$ cat src/rtl/fetch_sequencer_pkg.sv
// Shared definitions for the instruction fetch sequencer: FSM state
// encoding, IR half-select constants and a state classification helper.
package fetch_sequencer_pkg;

    // FSM state encoding (3-bit, kept as plain constants for legacy tools)
    localparam logic [2:0] ST_IDLE   = 3'd0;
    localparam logic [2:0] ST_REQ_LO = 3'd1;
    localparam logic [2:0] ST_WR_LO  = 3'd2;
    localparam logic [2:0] ST_REQ_HI = 3'd3;
    localparam logic [2:0] ST_WR_HI  = 3'd4;
    localparam logic [2:0] ST_VALID  = 3'd5;

    // IR byte-write half select
    localparam logic IR_LH_LOW  = 1'b0;
    localparam logic IR_LH_HIGH = 1'b1;

    // True in the two states that hold a memory request open
    function automatic logic is_req_state(input logic [2:0] st);
        return (st == ST_REQ_LO) || (st == ST_REQ_HI);
    endfunction

endpackage

$ cat src/rtl/fetch_sequencer_program_counter.sv
// Program counter: ADDR_W register with synchronous load and increment.
// Increment wraps modulo 2^ADDR_W; load has priority over increment.
module program_counter #(
    parameter int                ADDR_W   = 16,
    parameter logic [ADDR_W-1:0] RESET_PC = '0
) (
    input  logic              clk,
    input  logic              rst_n,
    input  logic              load_i,
    input  logic [ADDR_W-1:0] load_value_i,
    input  logic              inc_i,
    output logic [ADDR_W-1:0] pc_o
);

    logic [ADDR_W-1:0] pc_q;
    logic [ADDR_W-1:0] pc_d;

    // Next PC: jump target, wrapped increment, or hold
    always_comb begin
        // NOTE: default assignment first so no path through this block infers a latch.
        pc_d = pc_q;
        if (load_i) begin
            pc_d = load_value_i;
        end else if (inc_i) begin
            pc_d = pc_q + ADDR_W'(1);
        end
    end

    // PC register, asynchronously reset to RESET_PC
    always_ff @(posedge clk or negedge rst_n) begin
        // NOTE: non-blocking assignment so every flop samples pre-edge values.
        if (!rst_n) begin
            pc_q <= RESET_PC;
        end else begin
            pc_q <= pc_d;
        end
    end

    assign pc_o = pc_q;

endmodule

$ cat src/rtl/fetch_sequencer.sv
// Instruction fetch sequencer: reads a 16-bit instruction as two bytes
// (low then high) over a req/ack memory handshake, writes each byte into
// the IR, flags InstrValid and waits for the decoder. Requests that see no
// MemAck within ACK_TIMEOUT cycles abort to IDLE and set a sticky FetchErr.
module fetch_sequencer
    import fetch_sequencer_pkg::*;
#(
    parameter int                ADDR_W      = 16,
    parameter logic [ADDR_W-1:0] RESET_PC    = '0,
    parameter int                ACK_TIMEOUT = 15
) (
    input  logic              Clock,
    input  logic              Reset_n,
    input  logic              Start,
    input  logic [7:0]        MemData,
    input  logic              MemAck,
    output logic              MemReq,
    output logic [ADDR_W-1:0] MemAddr,
    output logic [7:0]        IR_Byte,
    output logic              IR_Write,
    output logic              IR_LH,
    output logic              InstrValid,
    input  logic              DecodeDone,
    input  logic              PCLoad,
    input  logic [ADDR_W-1:0] PCLoadValue,
    output logic [ADDR_W-1:0] PC,
    output logic              Busy,
    output logic              FetchErr
);

    localparam int               CNT_W    = $clog2(ACK_TIMEOUT + 1);
    // Last count value still allowed to wait; an unanswered cycle here aborts
    localparam logic [CNT_W-1:0] CNT_LAST = CNT_W'(ACK_TIMEOUT - 1);

    logic [2:0]        state_q,     state_d;
    logic [CNT_W-1:0]  cnt_q,       cnt_d;
    logic [7:0]        ir_byte_q,   ir_byte_d;
    logic              fetch_err_q, fetch_err_d;
    logic              pc_load;
    logic              pc_inc;
    logic [ADDR_W-1:0] pc;

    program_counter #(
        .ADDR_W   (ADDR_W),
        .RESET_PC (RESET_PC)
    ) u_pc (
        .clk          (Clock),
        .rst_n        (Reset_n),
        .load_i       (pc_load),
        .load_value_i (PCLoadValue),
        .inc_i        (pc_inc),
        .pc_o         (pc)
    );

    // FSM transitions, timeout counting, byte capture and PC control
    always_comb begin
        state_d     = state_q;
        cnt_d       = cnt_q;
        ir_byte_d   = ir_byte_q;
        fetch_err_d = fetch_err_q;
        pc_load     = 1'b0;
        pc_inc      = 1'b0;
        case (state_q)
            ST_IDLE: begin
                // A jump on the Start edge is used by the fetch it launches
                pc_load = PCLoad;
                if (Start) begin
                    state_d = ST_REQ_LO;
                end
            end
            ST_REQ_LO, ST_REQ_HI: begin
                if (MemAck) begin
                    ir_byte_d = MemData;
                    pc_inc    = 1'b1;
                    cnt_d     = '0;
                    state_d   = (state_q == ST_REQ_LO) ? ST_WR_LO : ST_WR_HI;
                end else if (cnt_q == CNT_LAST) begin
                    // PC is left alone so the same byte is refetched next time
                    fetch_err_d = 1'b1;
                    cnt_d       = '0;
                    state_d     = ST_IDLE;
                end else begin
                    cnt_d = cnt_q + CNT_W'(1);
                end
            end
            ST_WR_LO: state_d = ST_REQ_HI;
            ST_WR_HI: state_d = ST_VALID;
            ST_VALID: begin
                if (DecodeDone) begin
                    // Jump overrides the PC already advanced past this instruction
                    pc_load = PCLoad;
                    state_d = Start ? ST_REQ_LO : ST_IDLE;
                end
            end
            default: state_d = ST_IDLE;
        endcase
    end

    // State, timeout counter, IR byte and sticky error registers
    always_ff @(posedge Clock or negedge Reset_n) begin
        if (!Reset_n) begin
            state_q     <= ST_IDLE;
            cnt_q       <= '0;
            ir_byte_q   <= '0;
            fetch_err_q <= 1'b0;
        end else begin
            state_q     <= state_d;
            cnt_q       <= cnt_d;
            ir_byte_q   <= ir_byte_d;
            fetch_err_q <= fetch_err_d;
        end
    end

    // Moore outputs decoded from state
    assign MemReq     = is_req_state(state_q);
    assign MemAddr    = MemReq ? pc : '0;
    assign IR_Byte    = ir_byte_q;
    assign IR_Write   = (state_q == ST_WR_LO) || (state_q == ST_WR_HI);
    assign IR_LH      = (state_q == ST_WR_HI) ? IR_LH_HIGH : IR_LH_LOW;
    assign InstrValid = (state_q == ST_VALID);
    assign Busy       = (state_q != ST_IDLE);
    assign FetchErr   = fetch_err_q;
    assign PC         = pc;

endmodule

$ cat config.mk
export PLATFORM = sky130hd
export DESIGN_NAME = fetch_sequencer
export DESIGN_NICKNAME = d
export VERILOG_FILES = /design/src/rtl/fetch_sequencer_pkg.sv /design/src/rtl/fetch_sequencer_program_counter.sv /design/src/rtl/fetch_sequencer.sv
export SDC_FILE = /design/constraint.sdc
export NUM_CORES = 1
export LEC_CHECK = 0
export CORE_MARGIN = 2
export CORE_UTILIZATION = 40
export CTS_BUF_LIST = sky130_fd_sc_hd__clkbuf_8
export DETAILED_ROUTE_END_ITERATION = 12
export GPL_TIMING_DRIVEN = 1
export PLACE_DENSITY = 0.79
export SLEW_MARGIN = 20
export SYNTH_ARGS = -nofsm -noshare
export SYNTH_HDL_FRONTEND = slang
export SYNTH_SLANG_ARGS = --single-unit
$ cat constraint.sdc
create_clock -name Clock -period 1.7 [get_ports Clock]
set_input_delay 0.17 -clock Clock [delete_from_list [all_inputs] [get_ports Clock]]
set_output_delay 0.17 -clock Clock [all_outputs]
set_load 0.01 [all_outputs]
## Word level (Yosys, flattened, before mapping)

Cells that the tools add are included.

- Flip-flop bits (word level): 32

- Add/subtract/negate cells: 2
- Eq/ne operators: 9
- Multiplexer cells: 17
- Bitwise logic cells: 1
- Reduce and logical (&&, ||, !) cells: 9

Operators with widths:

| kind | count |
|---|---|
| $mux W16 | 3 |
| $add A16 B1 Y16 const B | 1 |
| $mux W3 | 5 |
| $pmux W3 S5 | 1 |
| $mux W4 | 2 |
| $eq A3 B2 Y1 const B | 2 |
| $eq A3 B3 Y1 const B | 2 |
| $reduce_and A3 Y1 | 2 |
| $mux W1 | 5 |
| $add A4 B1 Y4 const B | 1 |
| $eq A4 B4 Y1 const B | 1 |
| $eq A3 B1 Y1 const B | 1 |
| $logic_not A3 Y1 | 1 |
| $ne A3 B3 Y1 const B | 1 |
| $reduce_bool A3 Y1 | 1 |
| $logic_or A1 B1 Y1 | 2 |
| $ne A2 B1 Y1 const B | 1 |
| $ne A2 B2 Y1 const B | 1 |
| $pmux W1 S2 | 1 |
| $reduce_and A2 Y1 | 1 |
| $reduce_bool A2 Y1 | 1 |
| $reduce_or A2 Y1 | 1 |
| $not A1 Y1 | 1 |

## Longest topological paths before layout

- Depth after elaboration: 5
- Gate-level depth with buffers: 7
- Depth with buffers taken out: 6

## Cells and area by module

Synthesis repeated with hierarchy kept, for this count alone.

- Cell total of the unflattened synthesis: 190
- Area total of the unflattened synthesis: 1858.0 µm²

By module, submodules not included:

| module | times used | cells each | area an instance (µm²) |
|---|---|---|---|
| program_counter | 1 | 99 | 943.4 |
| fetch_sequencer | 1 | 91 | 914.6 |

## Worst setup path before layout

OpenSTA, ideal clock, no wires.

- Path type: reg2reg
- Start point: reg u_pc.pc_q[0] (netlist: u_pc.pc_o[0])
- End point: reg u_pc.pc_q[12] (netlist: u_pc.pc_o[12])
- Setup time: 0.082 ns
- Arrival time: 1.768 ns
- Slack: -0.150 ns
- Stages on the path, launching flop included: 6
- Cells stage by stage: dfrtp_1 -> ha_1 -> nand3_1 -> or4_4 -> or3_1 -> a31oi_1

- Word-level cells in the longest chain between the ends: 3

RTL lines:

| what | RTL line | text |
|---|---|---|
| start: declaration | fetch_sequencer_program_counter.sv:15 | `logic [ADDR_W-1:0] pc_q;` |
| start signal: assignment | fetch_sequencer_program_counter.sv:35 | `pc_q <= pc_d;` |
| $add A16 B1 Y16 | fetch_sequencer_program_counter.sv:25 | `pc_d = pc_q + ADDR_W'(1);` |
| $mux W16 | fetch_sequencer_program_counter.sv:24 | `end else if (inc_i) begin` |
| $mux W16 | fetch_sequencer_program_counter.sv:22 | `if (load_i) begin` |

No other way between the ends. The select of a mux whose other input is x is not followed.
A chain may end at the register's enable or synchronous reset.

## Worst setup path in the final report

- Start point: reg state_q[0]
- End point: reg u_pc.pc_q[14] (netlist: u_pc.pc_o[14])

- Word-level cells in the longest chain between the ends: 4

RTL lines:

| what | RTL line | text |
|---|---|---|
| start: declaration | fetch_sequencer.sv:35 | `logic [2:0] state_q, state_d;` |
| start signal: assignment | fetch_sequencer.sv:107 | `state_q <= state_d;` |
| $eq A3 B1 Y1 / $eq A3 B2 Y1 (equally long branches) | fetch_sequencer.sv:63 | `case (state_q)` |
| $reduce_or A2 Y1 | fetch_sequencer.sv:63 |  |
| $mux W1 | fetch_sequencer.sv:63 |  |
| $reduce_bool A2 Y1 (no source line) | -- |  |

Several ways; a longest one is shown, not always the timed one.

==> implementation parameters <==
Parameter                              Value

Timing
  Total negative slack for setup checks ... 0 ns
  Fin. Hold Viols ... 0
  Relative max-transition margin ... 72.17%
  Final setup vio count ... 0
  Maximum clock skew at final layout ... 0.005422 ns
  Final period utilization ... 96.25%
  Max Clk Rate ... 0.6111 GHz
  Clock period minus worst slack ... 1.636 ns
  Setup repair after global routing missed its margin ... true
  Measured slew at the worst slew-check pin ... 0.4136 ns
  Max Slew Vio Count ... 0

Final layout
  Share of cells above drive strength 1 ... 18.04%
  Summed area of non-filler cells in the final layout ... 2948 um2
  Antenna cells ... 0
  Nets@finish ... 349
  Area growth from synthesis to final layout ... 64.99%
  Fill count ... 362
  Final cell utilization of the core ... 68.17%
  Finished Layout Cells ... 368

Logic synthesis
  Proportion of synthesized area in mux cells ... 0.5602%
  Sequential cell area fraction in the yosys report ... 44.82%
  Main combinational cell family by area after synthesis ... simple AND/OR/NAND/NOR gates
  Number of unique standard cell types used by synthesis ... 37
  Area fraction of the dominant cell type after synthesis ... 44.82%
  Netlist area before placement ... 1787 um2
  Cells taking the most area after synthesis ... dfrtp_1, nand2_1, and2_1
  Post-Syn Instances ... 209
  Net count of the mapped netlist ... 242
  Area fraction in compound gates after synthesis ... 13.59%
  Synthesized-area fraction occupied by adder cells ... 2.101%
  Synthesized area divided by synthesized cell count ... 8.549 um2
  Basic-gate share of the synthesized area counting and, or, nand and nor cells ... 32.49%
  Share of the synthesized netlist area taken by xor and xnor gates ... 2.451%
  Synth area leader ... dfrtp_1
  Synthesized flop and latch total ... 32
  Number of warnings printed during yosys synthesis ... 0

Outcome
  Outcome ... completed

Floorplan
  Number of placement rows ... 24
  Die Height ... 70.84 um
  Area of the die ... 5018 um2
  Core outline area ... 4324 um2
  Initial standard-cell utilization of the core ... 41.32%
  I/O Pins ... 76
  Die width ... 70.84 um

Placement
  Cell Area, Placed ... 2863 um2
  Post-placement cell count ... 360
  Global placement routability congestion ... 0.7750
  Post-DP HPWL ... 3823 um
  Port Buffers ... 75

CTS
  Root buffer cell ... clkbuf_8
  CTS HTree Levels ... 2
  CTS tree ... built
  Clock slew at the register clock pins of the worst setup and hold paths ... 0.07 ns
  Clock Tree Buf Depth ... 2
  Latest clock arrival within the worst-skew pair ... 0.29 ns
  Clk sink count ... 32
  Number of hold buffers added after CTS ... 0
  Clock buffers created by TritonCTS ... 5

Global routing
  Overflow left after global routing ... 0
  GRT Resource Usage Total ... 20.78%
  Maximum number of pins on one net before global-route repair ... 33
  Vias in the first global route ... 1915
  Antenna violations before repair ... 0
  Wire length of the first global-routing pass ... 8342 um

Setup path
  Maximum fanout along the worst path ... 9
  Depth of the most critical reg-to-reg path ... 6
  Worst reg2reg startpoint ... state_q[0]
  Crit path capture ... u_pc.pc_o[14]
  CP peak stage delay ... 0.44 ns
  Worst path arrival time ... 1.81 ns
  Kind of start point of the critical path ... flip-flop
  End of the worst register-to-register path ... u_pc.pc_o[14]
  Register-to-register path setup slack ... 0.06 ns
  Crit Path Class ... flip-flop to flip-flop
  CP max stage cell ... dfrtp_2
  Critical-path cell list ... buf_4, and3_1, o21a_4, buf_4, a211oi_1, and3b_1
  Critical Path Most Common Cell ... buf_4
  Critical path capture point type ... flip-flop
  Required time of the critical path ... 1.88 ns
  Launching element of the worst setup path ... state_q[0]

Pwr
  Leakage power ... 1.342 nW
  PwrDens ... 1750 nW/um2
  VDD IR-drop max ... 0.0009754 V
  Post-layout total power ... 5.158 mW

Drt
  Detail Route Antenna Nets ... 0
  Via-per-instance ratio ... 5.188
  Iter 0 DRT Violations ... 71
  Routed Wire Length ... 4941 um
  Routed wire per std cell ... 13.43 um
  Via count ... 1909
  Initial DRT Pass Iterations ... 4
  Number of design rule violations left after detail routing ... 0

Flow run
  Number of violations of the max-capacitance limit ... 0

Hold path
  Path category of the worst min-delay check ... input port to async pin
[through the flow]
| stage | setup slack [ns] | hold slack, ns |
|---|---|---|
| floorplan | 0.007089 | -0.1256 |
| global placement | -0.1226 | 0.4497 |
| detailed placement | -0.1547 | 0.4517 |
| CTS | -0.01786 | 0.2880 |
| global route | -0.005296 | 0.3386 |
| finish | 0.06371 | 0.2764 |
[layout by cell type, fill, tap and decap left out, drive strengths merged, types with 2 or more instances in the layout]
cell type,count
clkdlybuf4s50,54
nand2,44
buf,36
dfrtp,32
o21ai,16
and2,15
nor2,12
nor3,11
clkdlybuf4s15,10
dlygate4sd2,10
inv,9
nand3,6
clkbuf,6
or3,5
nand4,5
xnor2,4
a221o,4
nand2b,3
a21oi,3
and3,3
nor4,3
a211oi,3
ha,3
and3b,2
a21o,2
a31oi,2
[sequential cells by signal, summed over array words and instances, names as in the netlist]
signal / count
u_pc.pc_o: 16
IR_Byte: 8
cnt_q: 4
state_q: 3
FetchErr: 1
[worst max-delay path, delay by kind of cell, from the launching register on]
kind	cells	cell delay (ns)
AOI/OAI and AO/OA	2	0.39
buffers and inverters	2	0.33
DFF	1	0.44
and+or+nand+nor	2	0.36
[power breakdown]
group / internal [mW] / switching, mW
clock: 0.269 / 0.271
sequential: 1.11 / 0.308
combinational: 1.75 / 1.46
total: 3.12 / 2.03
[what timing repair did]
action / in CTS / in global routing
gates resized for setup: 25 / 17
pin swaps: 0 / 1
setup endpoints to repair: 23 / 25
setup buffers: 1 / 0
[cell usage after synthesis (all sizes together)]
master,instances
a211o,1
a211oi,3
a21o,2
a21oi,3
a221o,4
a22oi,1
a31o,1
a31oi,2
and2,15
and3,3
and3b,2
buf,3
clkbuf,8
dfrtp,32
ha,3
inv,7
mux2i,1
nand2,44
nand2b,3
nand3,6
nand4,5
nand4b,1
nor2,12
nor2b,1
nor3,11
nor3b,1
nor4,3
o211ai,1
o21a,1
o21ai,16
o311a,1
o31ai,1
or3,5
or4,1
xnor2,4
xor2,1
[cell families after synthesis]
| group | after synthesis |
|---|---|
| AOI/OAI and AO/OA | 37 |
| muxes | 1 |
| adders and majority gates | 3 |
| xor gates and xnor gates | 5 |
| DFF | 32 |
| and+or+nand+nor | 113 |
| buffers and inverters | 18 |
[layout make-up]
class                      count  area (um2)  area share (%)
timing repair buffer         111        1020           34.59
multi-input combinational    159       952.2           32.30
sequential                    32       808.3           27.42
clock buffer                   5       68.82           2.334
tap                           52       65.06           2.207
inverter                       7       26.28          0.8913
clock inverter                 2       7.507          0.2547
[how the worst min path moves through the flow]
stage	startpoint	endpoint	slack [ns]	cells after the start
5_1_grt	Reset_n	IR_Byte[2]	0.34	2
2_1_floorplan	Reset_n	FetchErr	-0.13	0
4_1_cts	Reset_n	IR_Byte[2]	0.29	2
3_5_place_dp	FetchErr	FetchErr	0.45	1
3_3_place_gp	FetchErr	FetchErr	0.45	1
6_report	Reset_n	IR_Byte[2]	0.28	2
[per-layer routing]
metal	up-vias	part of all wire (%)	track usage, %
li1	938	-	-
met5	-	0	0
met2	60	50	35.93
met4	0	1.2	5.660
met1	906	44	25.59
met3	5	5.7	5.698
No activity file was read; power rests on OpenSTA's default activity.
==> variant, RTL diff (config.mk and constraints unchanged) <==
Put one more register stage on the output `FetchErr`, cleared by the reset. The value now appears one clock later. The other outputs are not delayed to match. Comments in the files are not updated.
--- a/src/rtl/fetch_sequencer.sv
+++ b/src/rtl/fetch_sequencer.sv
@@ -120,5 +120,11 @@
     assign InstrValid = (state_q == ST_VALID);
     assign Busy       = (state_q != ST_IDLE);
-    assign FetchErr   = fetch_err_q;
+    always_ff @(posedge Clock or negedge Reset_n) begin
+        if (!Reset_n) begin
+            FetchErr <= '0;
+        end else begin
+            FetchErr <= fetch_err_q;
+        end
+    end
     assign PC         = pc;
 
Check against the original RTL: same outputs for any inputs over 10 cycles, from zero or initial values and one cycle with Reset_n low; that may be too few to reach the edited logic, so the function may still have changed.
==> variant against the unedited design <==
Sequential cell count increased by 1; clock skew about the same; cell area increased by 0.98%; area after synthesis increased by 1.4%; power increased by 0.24%; fmax decreased by 1.8%; sequential share of layout area increased by 0.58 points; worst hold slack improved by 15 ps; largest power group unchanged; highest routed layer unchanged; setup slack got worse by 29 ps; routed wire length decreased by 0.93%.
==> variant: results (changes against the unedited design) <==
Post-DP Area=0.002873 mm2 (+0.35%); CP delay by family, top=simple AND/OR/NAND/NOR gates; CP max FO=4 (-5); clock network area share=2.774% (+0.19 points); Syn Nets=243 (+0.41%); worst vdd ir=1010 uV (+3.6%); Clock Skew=5.014 ps (-0.4088 ps); first-pass GRT wire length=8155 um (-2.2%); GRT Overall Usage=20.42% (-0.36 points); share of cells above drive strength 1=18.93% (+0.89 points); Sink Count=33 (+3.1%); invs w/o clock=7 (unchanged); htree depth=2 (unchanged); FF+latch area=833.3 um2 (+3.1%); die width=71.30 um (+0.66%); Placement Setup Slack=-219.4 ps (-64.71 ps); slew at the pin closest to its max-slew limit=407.0 ps (-6.581 ps); CP max stage delay=490 ps (+50 ps); Non-Clock Buffer Area Fraction=33.71% (-0.88 points); Finished Core Util=68.36% (+0.19 points); Routed wire per std cell=13.27 um (-1.2%); Post-Synth XOR/XNOR Area=2.417% (-0.034 points); register area share after synthesis=45.58% (+0.76 points); Post-Synth Adder-Cell Area=2.072% (-0.029 points); Reg2Reg Depth=5 (-1); Leakage=0.001372 uW (+2.3%); hpwl dp=3724 um (-2.6%); Synth area leaders=dfrtp_1, nand2_1, and2_1; drt pass-1 iters=5 (+1); status=finished, final reports clean; Commonest cells post-synth=nand2_1, dfrtp_1, o21ai_0, and2_1, nor2_1; bufs w/o clock=110 (-0.90%); gpl congestion=0.7993 (+3.1%); Switching Power=2049 uW (+0.77%); Final Instance Count excl. Fillers=369 (+0.27%); area of the multi-input gates=965.9 um2 (+1.4%); Seq pwr share=28.2% (+0.7 points); Mapped Avg Cell Area=8.627 um2 (+0.92%); mux share of post-synthesis cell area=0.5525% (-0.0077 points); largest net degree at the start of global routing=34 (+3.0%); Compound-Gate Fraction of Synth Area=13.40% (-0.19 points); combinational power=3150 uW (-2%); CP Data Arrival Time=1870 ps (+60 ps); CP max-delay cell=or4_4; vias=1884 (-1.3%); # fillers=352 (-2.8%); 1st-iter DRT viols=108 (+52%); number of global-route vias before repair=1770 (-7.6%); P_int=3121 uW (-0.10%); worst setup margin=34.54 ps (-29.17 ps); DP Cell Count=359 (-0.28%)
-- variant: cell families (layout without fill, tap and decap cells) --
family,Yosys count,in the layout
XOR/XNOR,5,5
multiplexers,1,1
buffers and inverters,18,125
AO/OA/AOI/OAI,37,37
flip-flops,33,33
adder cells (fa/ha/maj),3,3
AND/OR/NAND/NOR,113,113
-- variant: metal layers --
metal	vias up	track usage, %	routed length [um]
met5	-	0	0
met4	0	6.709	48
met1	871	26.64	2128
li1	937	-	-
met3	4	5.063	323
met2	72	33.44	2395
-- variant: timing repair --
item,CTS,global route
endpoints found under the setup margin,21,24
resized for setup,24,13
pin swaps,0,1
gates cloned,0,0
setup buffers,1,1
-- variant: path summary, 6_finish.rpt --
| check | slack, ps | endpoint |
|---|---|---|
| min in group Clock | 380 | FetchErr |
| max reg2reg | 30 | u_pc.pc_o[12] |
| max in group asynchronous | 1100 | u_pc.pc_o[1] |
| min reg2reg | 380 | FetchErr |
| min | 290 | IR_Byte[2] |
| max | 30 | u_pc.pc_o[12] |
